**config.mk**
```make
export PLATFORM = sky130hd
export DESIGN_NAME = psum_accum_drain
export DESIGN_NICKNAME = d
export VERILOG_FILES = /design/src/rtl/psum_accum_drain.sv
export SDC_FILE = /design/constraint.sdc
export NUM_CORES = 1
export LEC_CHECK = 0
export ABC_CLOCK_PERIOD_IN_PS = 11070
export CAP_MARGIN = 0
export CELL_PAD_IN_SITES_DETAIL_PLACEMENT = 0
export CELL_PAD_IN_SITES_GLOBAL_PLACEMENT = 1
export CORE_MARGIN = 2
export CORE_UTILIZATION = 48
export DETAILED_ROUTE_END_ITERATION = 12
export HOLD_SLACK_MARGIN = 0.06
export MAX_ROUTING_LAYER = met4
export PLACE_DENSITY = 0.95
export SLEW_MARGIN = 15
export SYNTH_ARGS = -nofsm -noshare
export SYNTH_HDL_FRONTEND = slang
export SYNTH_SLANG_ARGS = --single-unit
```
**constraint.sdc**
```tcl
create_clock -name clk -period 11.07 [get_ports clk]
set_input_delay 1.6605 -clock clk [delete_from_list [all_inputs] [get_ports clk]]
set_output_delay 1.6605 -clock clk [all_outputs]
set_load 0.01 [all_outputs]
```
**src/rtl/psum_accum_drain.sv**
```systemverilog
// psum_accum_drain: sums 6-lane PE cluster results over NUM_PASSES passes,
// then drains the per-lane sums one word at a time on a valid/ready port.
// Results arriving while draining are dropped and flagged in drop_err.
// Optional feature macro: RELU_EN (negative sums are output as zero).
module psum_accum_drain #(
  parameter int unsigned ACC_WIDTH  = 16,
  parameter int unsigned LANES      = 6,
  parameter int unsigned NUM_PASSES = 3,
  parameter int unsigned SUM_WIDTH  = 20
) (
  input  logic                               clk,
  input  logic                               rst,
  input  logic                               flush,
  input  logic [LANES-1:0]                   in_fin,
  input  logic [LANES*ACC_WIDTH-1:0]         in_data,
  output logic                               out_valid,
  input  logic                               out_ready,
  output logic [SUM_WIDTH-1:0]               out_data,
  output logic [2:0]                         out_lane,
  output logic                               out_last,
  output logic [$clog2(NUM_PASSES+1)-1:0]    pass_cnt,
  output logic                               drop_err,
  output logic                               sat_flag
);

  localparam int unsigned PCW = $clog2(NUM_PASSES + 1);
  localparam logic [2:0] LastLane = 3'(LANES - 1);
  localparam logic [SUM_WIDTH-1:0] SumMin = {1'b1, {(SUM_WIDTH-1){1'b0}}};
  localparam logic [SUM_WIDTH-1:0] SumMax = ~SumMin;

  typedef enum logic [1:0] {StIdle, StAccum, StDrain} state_t;

  state_t               r_state;
  logic [SUM_WIDTH-1:0] r_acc [LANES];
  logic [PCW-1:0]       r_pass_cnt;
  logic                 r_out_valid;
  logic [SUM_WIDTH-1:0] r_out_data;
  logic [2:0]           r_out_lane;
  logic                 r_out_last;
  logic                 r_drop_err;
  logic                 r_sat_flag;

  logic [SUM_WIDTH-1:0] w_ext [LANES];
  logic [SUM_WIDTH:0]   w_wide [LANES];
  logic [SUM_WIDTH-1:0] w_sat [LANES];
  logic [LANES-1:0]     w_ovf;
  logic                 w_fin;
  logic                 w_last_hs;
  logic                 w_load;
  logic                 w_accum;
  logic                 w_drain_go;
  logic [SUM_WIDTH-1:0] w_first_word;
  logic [2:0]           w_next_lane;
  logic [SUM_WIDTH-1:0] w_next_word;

  // Output-side clamp; accumulators always keep the signed sum.
  function automatic logic [SUM_WIDTH-1:0] f_out(input logic [SUM_WIDTH-1:0] v);
`ifdef RELU_EN
    f_out = v[SUM_WIDTH-1] ? '0 : v;
`else
    f_out = v;
`endif
  endfunction

  // Per-lane sign extension and saturating add of the incoming result.
  always_comb begin
    for (int k = 0; k < LANES; k++) begin
      w_ext[k]  = SUM_WIDTH'($signed(in_data[k*ACC_WIDTH +: ACC_WIDTH]));
      w_wide[k] = {r_acc[k][SUM_WIDTH-1], r_acc[k]} + {w_ext[k][SUM_WIDTH-1], w_ext[k]};
      w_ovf[k]  = w_wide[k][SUM_WIDTH] ^ w_wide[k][SUM_WIDTH-1];
      if (w_ovf[k]) begin
        w_sat[k] = w_wide[k][SUM_WIDTH] ? SumMin : SumMax;
      end else begin
        w_sat[k] = w_wide[k][SUM_WIDTH-1:0];
      end
    end
  end

  // Control decode: a result coinciding with the last-word handshake opens the next group.
  always_comb begin
    w_fin        = |in_fin;
    w_last_hs    = (r_state == StDrain) && out_ready && (r_out_lane == LastLane);
    w_load       = w_fin && ((r_state == StIdle) || w_last_hs);
    w_accum      = w_fin && (r_state == StAccum);
    w_drain_go   = (w_load && (NUM_PASSES == 1)) ||
                   (w_accum && (r_pass_cnt == PCW'(NUM_PASSES - 1)));
    w_first_word = (r_state == StAccum) ? w_sat[0] : w_ext[0];
    w_next_lane  = r_out_lane + 3'd1;
    w_next_word  = r_acc[w_next_lane];
  end

  // FSM with registered outputs; later assignments in the block take precedence.
  always_ff @(posedge clk or posedge rst) begin
    if (rst) begin
      r_state     <= StIdle;
      for (int k = 0; k < LANES; k++) r_acc[k] <= '0;
      r_pass_cnt  <= '0;
      r_out_valid <= 1'b0;
      r_out_data  <= '0;
      r_out_lane  <= '0;
      r_out_last  <= 1'b0;
      r_drop_err  <= 1'b0;
      r_sat_flag  <= 1'b0;
    end else if (flush) begin
      r_state     <= StIdle;
      for (int k = 0; k < LANES; k++) r_acc[k] <= '0;
      r_pass_cnt  <= '0;
      r_out_valid <= 1'b0;
      r_out_data  <= '0;
      r_out_lane  <= '0;
      r_out_last  <= 1'b0;
      r_drop_err  <= 1'b0;
      r_sat_flag  <= 1'b0;
    end else begin
      if ((r_state == StDrain) && w_fin && !w_last_hs) r_drop_err <= 1'b1;
      if ((r_state == StDrain) && out_ready) begin
        if (r_out_lane == LastLane) begin
          for (int k = 0; k < LANES; k++) r_acc[k] <= '0;
          r_pass_cnt  <= '0;
          r_state     <= StIdle;
          r_out_valid <= 1'b0;
          r_out_data  <= '0;
          r_out_lane  <= '0;
          r_out_last  <= 1'b0;
        end else begin
          r_out_lane <= w_next_lane;
          r_out_last <= (w_next_lane == LastLane);
          r_out_data <= f_out(w_next_word);
        end
      end
      if (w_load) begin
        for (int k = 0; k < LANES; k++) r_acc[k] <= w_ext[k];
        r_pass_cnt <= PCW'(1);
        r_state    <= StAccum;
      end
      if (w_accum) begin
        for (int k = 0; k < LANES; k++) r_acc[k] <= w_sat[k];
        r_pass_cnt <= r_pass_cnt + PCW'(1);
        if (|w_ovf) r_sat_flag <= 1'b1;
      end
      if (w_drain_go) begin
        r_state     <= StDrain;
        r_out_valid <= 1'b1;
        r_out_lane  <= '0;
        r_out_last  <= (LANES == 1);
        r_out_data  <= f_out(w_first_word);
      end
    end
  end

  assign out_valid = r_out_valid;
  assign out_data  = r_out_data;
  assign out_lane  = r_out_lane;
  assign out_last  = r_out_last;
  assign pass_cnt  = r_pass_cnt;
  assign drop_err  = r_drop_err;
  assign sat_flag  = r_sat_flag;

endmodule

```
==> out/summary.txt <==
status: finished clean
pre-CTS WS: 4640 ps
top cells by area, synth: dfrtp_1, ha_1, a21oi_1
CP max stage cell: ha_1
hold_sp: out_last
DRT Wirelength: 46.7 mm
Tcrit/Tclk final: 54.5%
Slew HR: 33.3%
PwrDens: 248 nW/um^2
CTS Hold Bufs: 0
H-tree Lvls: 4
Via density: 6.48
Post-CTS Setup Bufs: 0
crit start category: primary input
Max clock buf depth: 2
DR WL/cell: 22.1 um
DRC: 0
DRT Pass-1 Iters: 6
largest net degree at the start of global routing: 83
top cell type by total area after synthesis: dfrtp_1
Sw Share: 48.2%
die area: 30300 um^2
distinct cell type count after synthesis: 90
number of I/O port buffers: 134
vias: 13715
RSZ-0062 raised after global routing: no
Clock transition at path regs: 70 ps
Mapped Area: 13900 um^2
vias in the first global route: 13017
Peak VDD IR: 0.000137 V
Ports: 135
Psw: 1930 uW
Skew-Pair Late Insertion Delay: 440 ps
TritonCTS Buffers: 17
Std-Cell Rows: 62
Seq pwr share: 24.3%
Nets: 1966
slowest stage delay, CP: 640 ps
LEAKAGE: 0.00684 uW
Setup CP Type: primary input to register
Comb pwr share: 60.4%
Worst Hold Class: register to register
CTS tree: built
hold endpoint: out_last
layout cells sized above 1: 6.35%
RePlAce Congestion: 0.956
flop2flop setup slack: 6250 ps
endpoints failing setup: 0
f_max: 166 MHz
cell depth of the worst flop-to-flop path: 14
Synth Flop Type: dfrtp_1
clk root buf: clkbuf_16
critical path endpoint category: register
Arrival @ worst endpoint: 6370 ps
core area: 28500 um^2
Hold Crit Depth: 2
gr usage total: 31.4%
worst slew pin tran: 998 ps
commonest non-fill, non-tap cells in the layout: a21oi_1, dfrtp_1, nor2_1
Die Width: 174 um
commonest non-fill, non-tap cell in the layout: a21oi_1
die height: 174 um
Max-Cap Viols: 0
worst path cell trace: clkdlybuf4s50_1 > ha_1 > a21oi_1 > o211ai_1 > a211o_1 > o41ai_2 > o221ai_1 > a21o_1 > a21o_1 > xnor2_1 > ha_1 > clkinv_1 > a211oi_1 > nor2_2 > a211oi_1
Final TNS setup: 0 ps
Final min period: 6030 ps
clk sinks: 151
fin. max-slew vios: 0
placed wire-length estimate: 34.8 mm
global route overflow: 0
Mapped Cells: 1630
Seq/Total Area, Yosys: 27.2%
Final Hold Viols: 0
clk_skew: 13.1 ps
Worst Hold Margin: 483 ps
reg2reg start: r_acc[41]
clock network power share: 15.3%
number of antenna violations at the first check in global routing: 0
Yosys reg bits: 151
initial core utilization: 48.6%
critical path fanouts, max: 15
Avg Synthesized Cell Area: 8.51 um^2
Iteration-0 DRC Markers: 1542
YS warnings: 0
post-synthesis async set-or-reset flop share: 100%
Internal: 2080 uW
first-pass GRT wire length: 72.8 mm
EDFF count, synth: 0
final worst-path setup slack: 5040 ps
antenna cells: 0
Synth top area share: 27.2%
PostCTS Resize Cnt: 0
synth-to-layout area growth: 16.2%
Synth Net Count: 1876
Crit path required time: 11410 ps
antenna-violating nets left: 0
capturing point of the worst reg2reg path: r_acc[43]
## cell usage after synthesis (32+ instances only)
cell type and count:
nand2_1 109, nor2_1 139, xnor2_1 69, dfrtp_1 151
ha_1 134, clkbuf_1 52, a22oi_1 76, inv_1 62
o21ai_0 108, a21o_1 38, nor3_1 48, a21oi_1 169
nand3_1 32
## sequential cells by signal, summed over array words and instances, names as in the netlist
signal     cells
r_acc        120
out_data      20
out_lane       3
pass_cnt       2
r_state        2
drop_err       1
out_last       1
out_valid      1
sat_flag       1
## layout make-up
type / count / area, um^2
Tap cell: 384 / 480
Inverter: 64 / 245
Clock inverter: 12 / 153
Timing Repair Buffer: 148 / 1450
Fill cell: 2620 / 12400
Multi-Input combinational cell: 1338 / 9570
Sequential cell: 151 / 3780
Clock buffer: 19 / 443
## per-layer routing
metal | wire [um] | vias up | share of wire [%] | GRT usage, %
li1 | - | 6331 | - | -
met1 | 19700 | 6571 | 42 | 42.2
met2 | 20600 | 685 | 44 | 47.3
met3 | 4450 | 128 | 9.5 | 5.58
met4 | 1890 | 0 | 4.0 | 12.4
met5 | 0 | - | 0 | -
## per-stage QoR
| step | cells | instance area (um^2) | util, % | power, uW |
|---|---|---|---|---|
| global route | 2116 | 16100 | 56.5 | 4270 |
| detailed placement | 2085 | 15500 | 54.4 | 3330 |
| CTS | 2116 | 16100 | 56.5 | 3950 |
| finish | 2116 | 16100 | 56.5 | 4000 |
| global placement | 2085 | 15500 | 54.4 | 3290 |
| floorplan | 1630 | 13900 | - | 2650 |
## cells by family after synthesis
logic type,count (synthesis),share of synthesized area [%]
flops,151,27.2
xor+xnor,99,6.31
compound gates,603,28.6
mux,45,5.06
fa+ha+maj,142,13.1
simple gates,449,15.5
buf+inv,141,4.15
## power by group through the flow
stage          combinational [uW]  clock [uW]  sequential [uW]
2_1_floorplan                1800           0              847
6_report                     2420         613              972
5_1_grt                      2660         631              979
3_3_place_gp                 2330           0              958
4_1_cts                      2380         611              953
3_5_place_dp                 2370           0              962
## worst max path at each step
stage / depth (start not counted) / slack (ps) / startpoint / endpoint
floorplan: 1 / 5340 / rst / drop_err
CTS: 15 / 5060 / in_data[49] / r_acc[43]
global placement: 16 / 4770 / in_data[23] / r_acc[81]
finish: 15 / 5040 / in_data[49] / r_acc[43]
detailed placement: 15 / 4640 / in_data[49] / r_acc[43]
global route: 15 / 4640 / in_data[49] / r_acc[43]
## worst max-delay path: cells and delay by family
family | cells | cell delay [ps]
simple gates | 1 | 150
fa+ha+maj | 2 | 950
xor+xnor | 1 | 130
compound gates | 9 | 2630
buf+inv | 2 | 840
No activity file was read; power rests on OpenSTA's default activity.
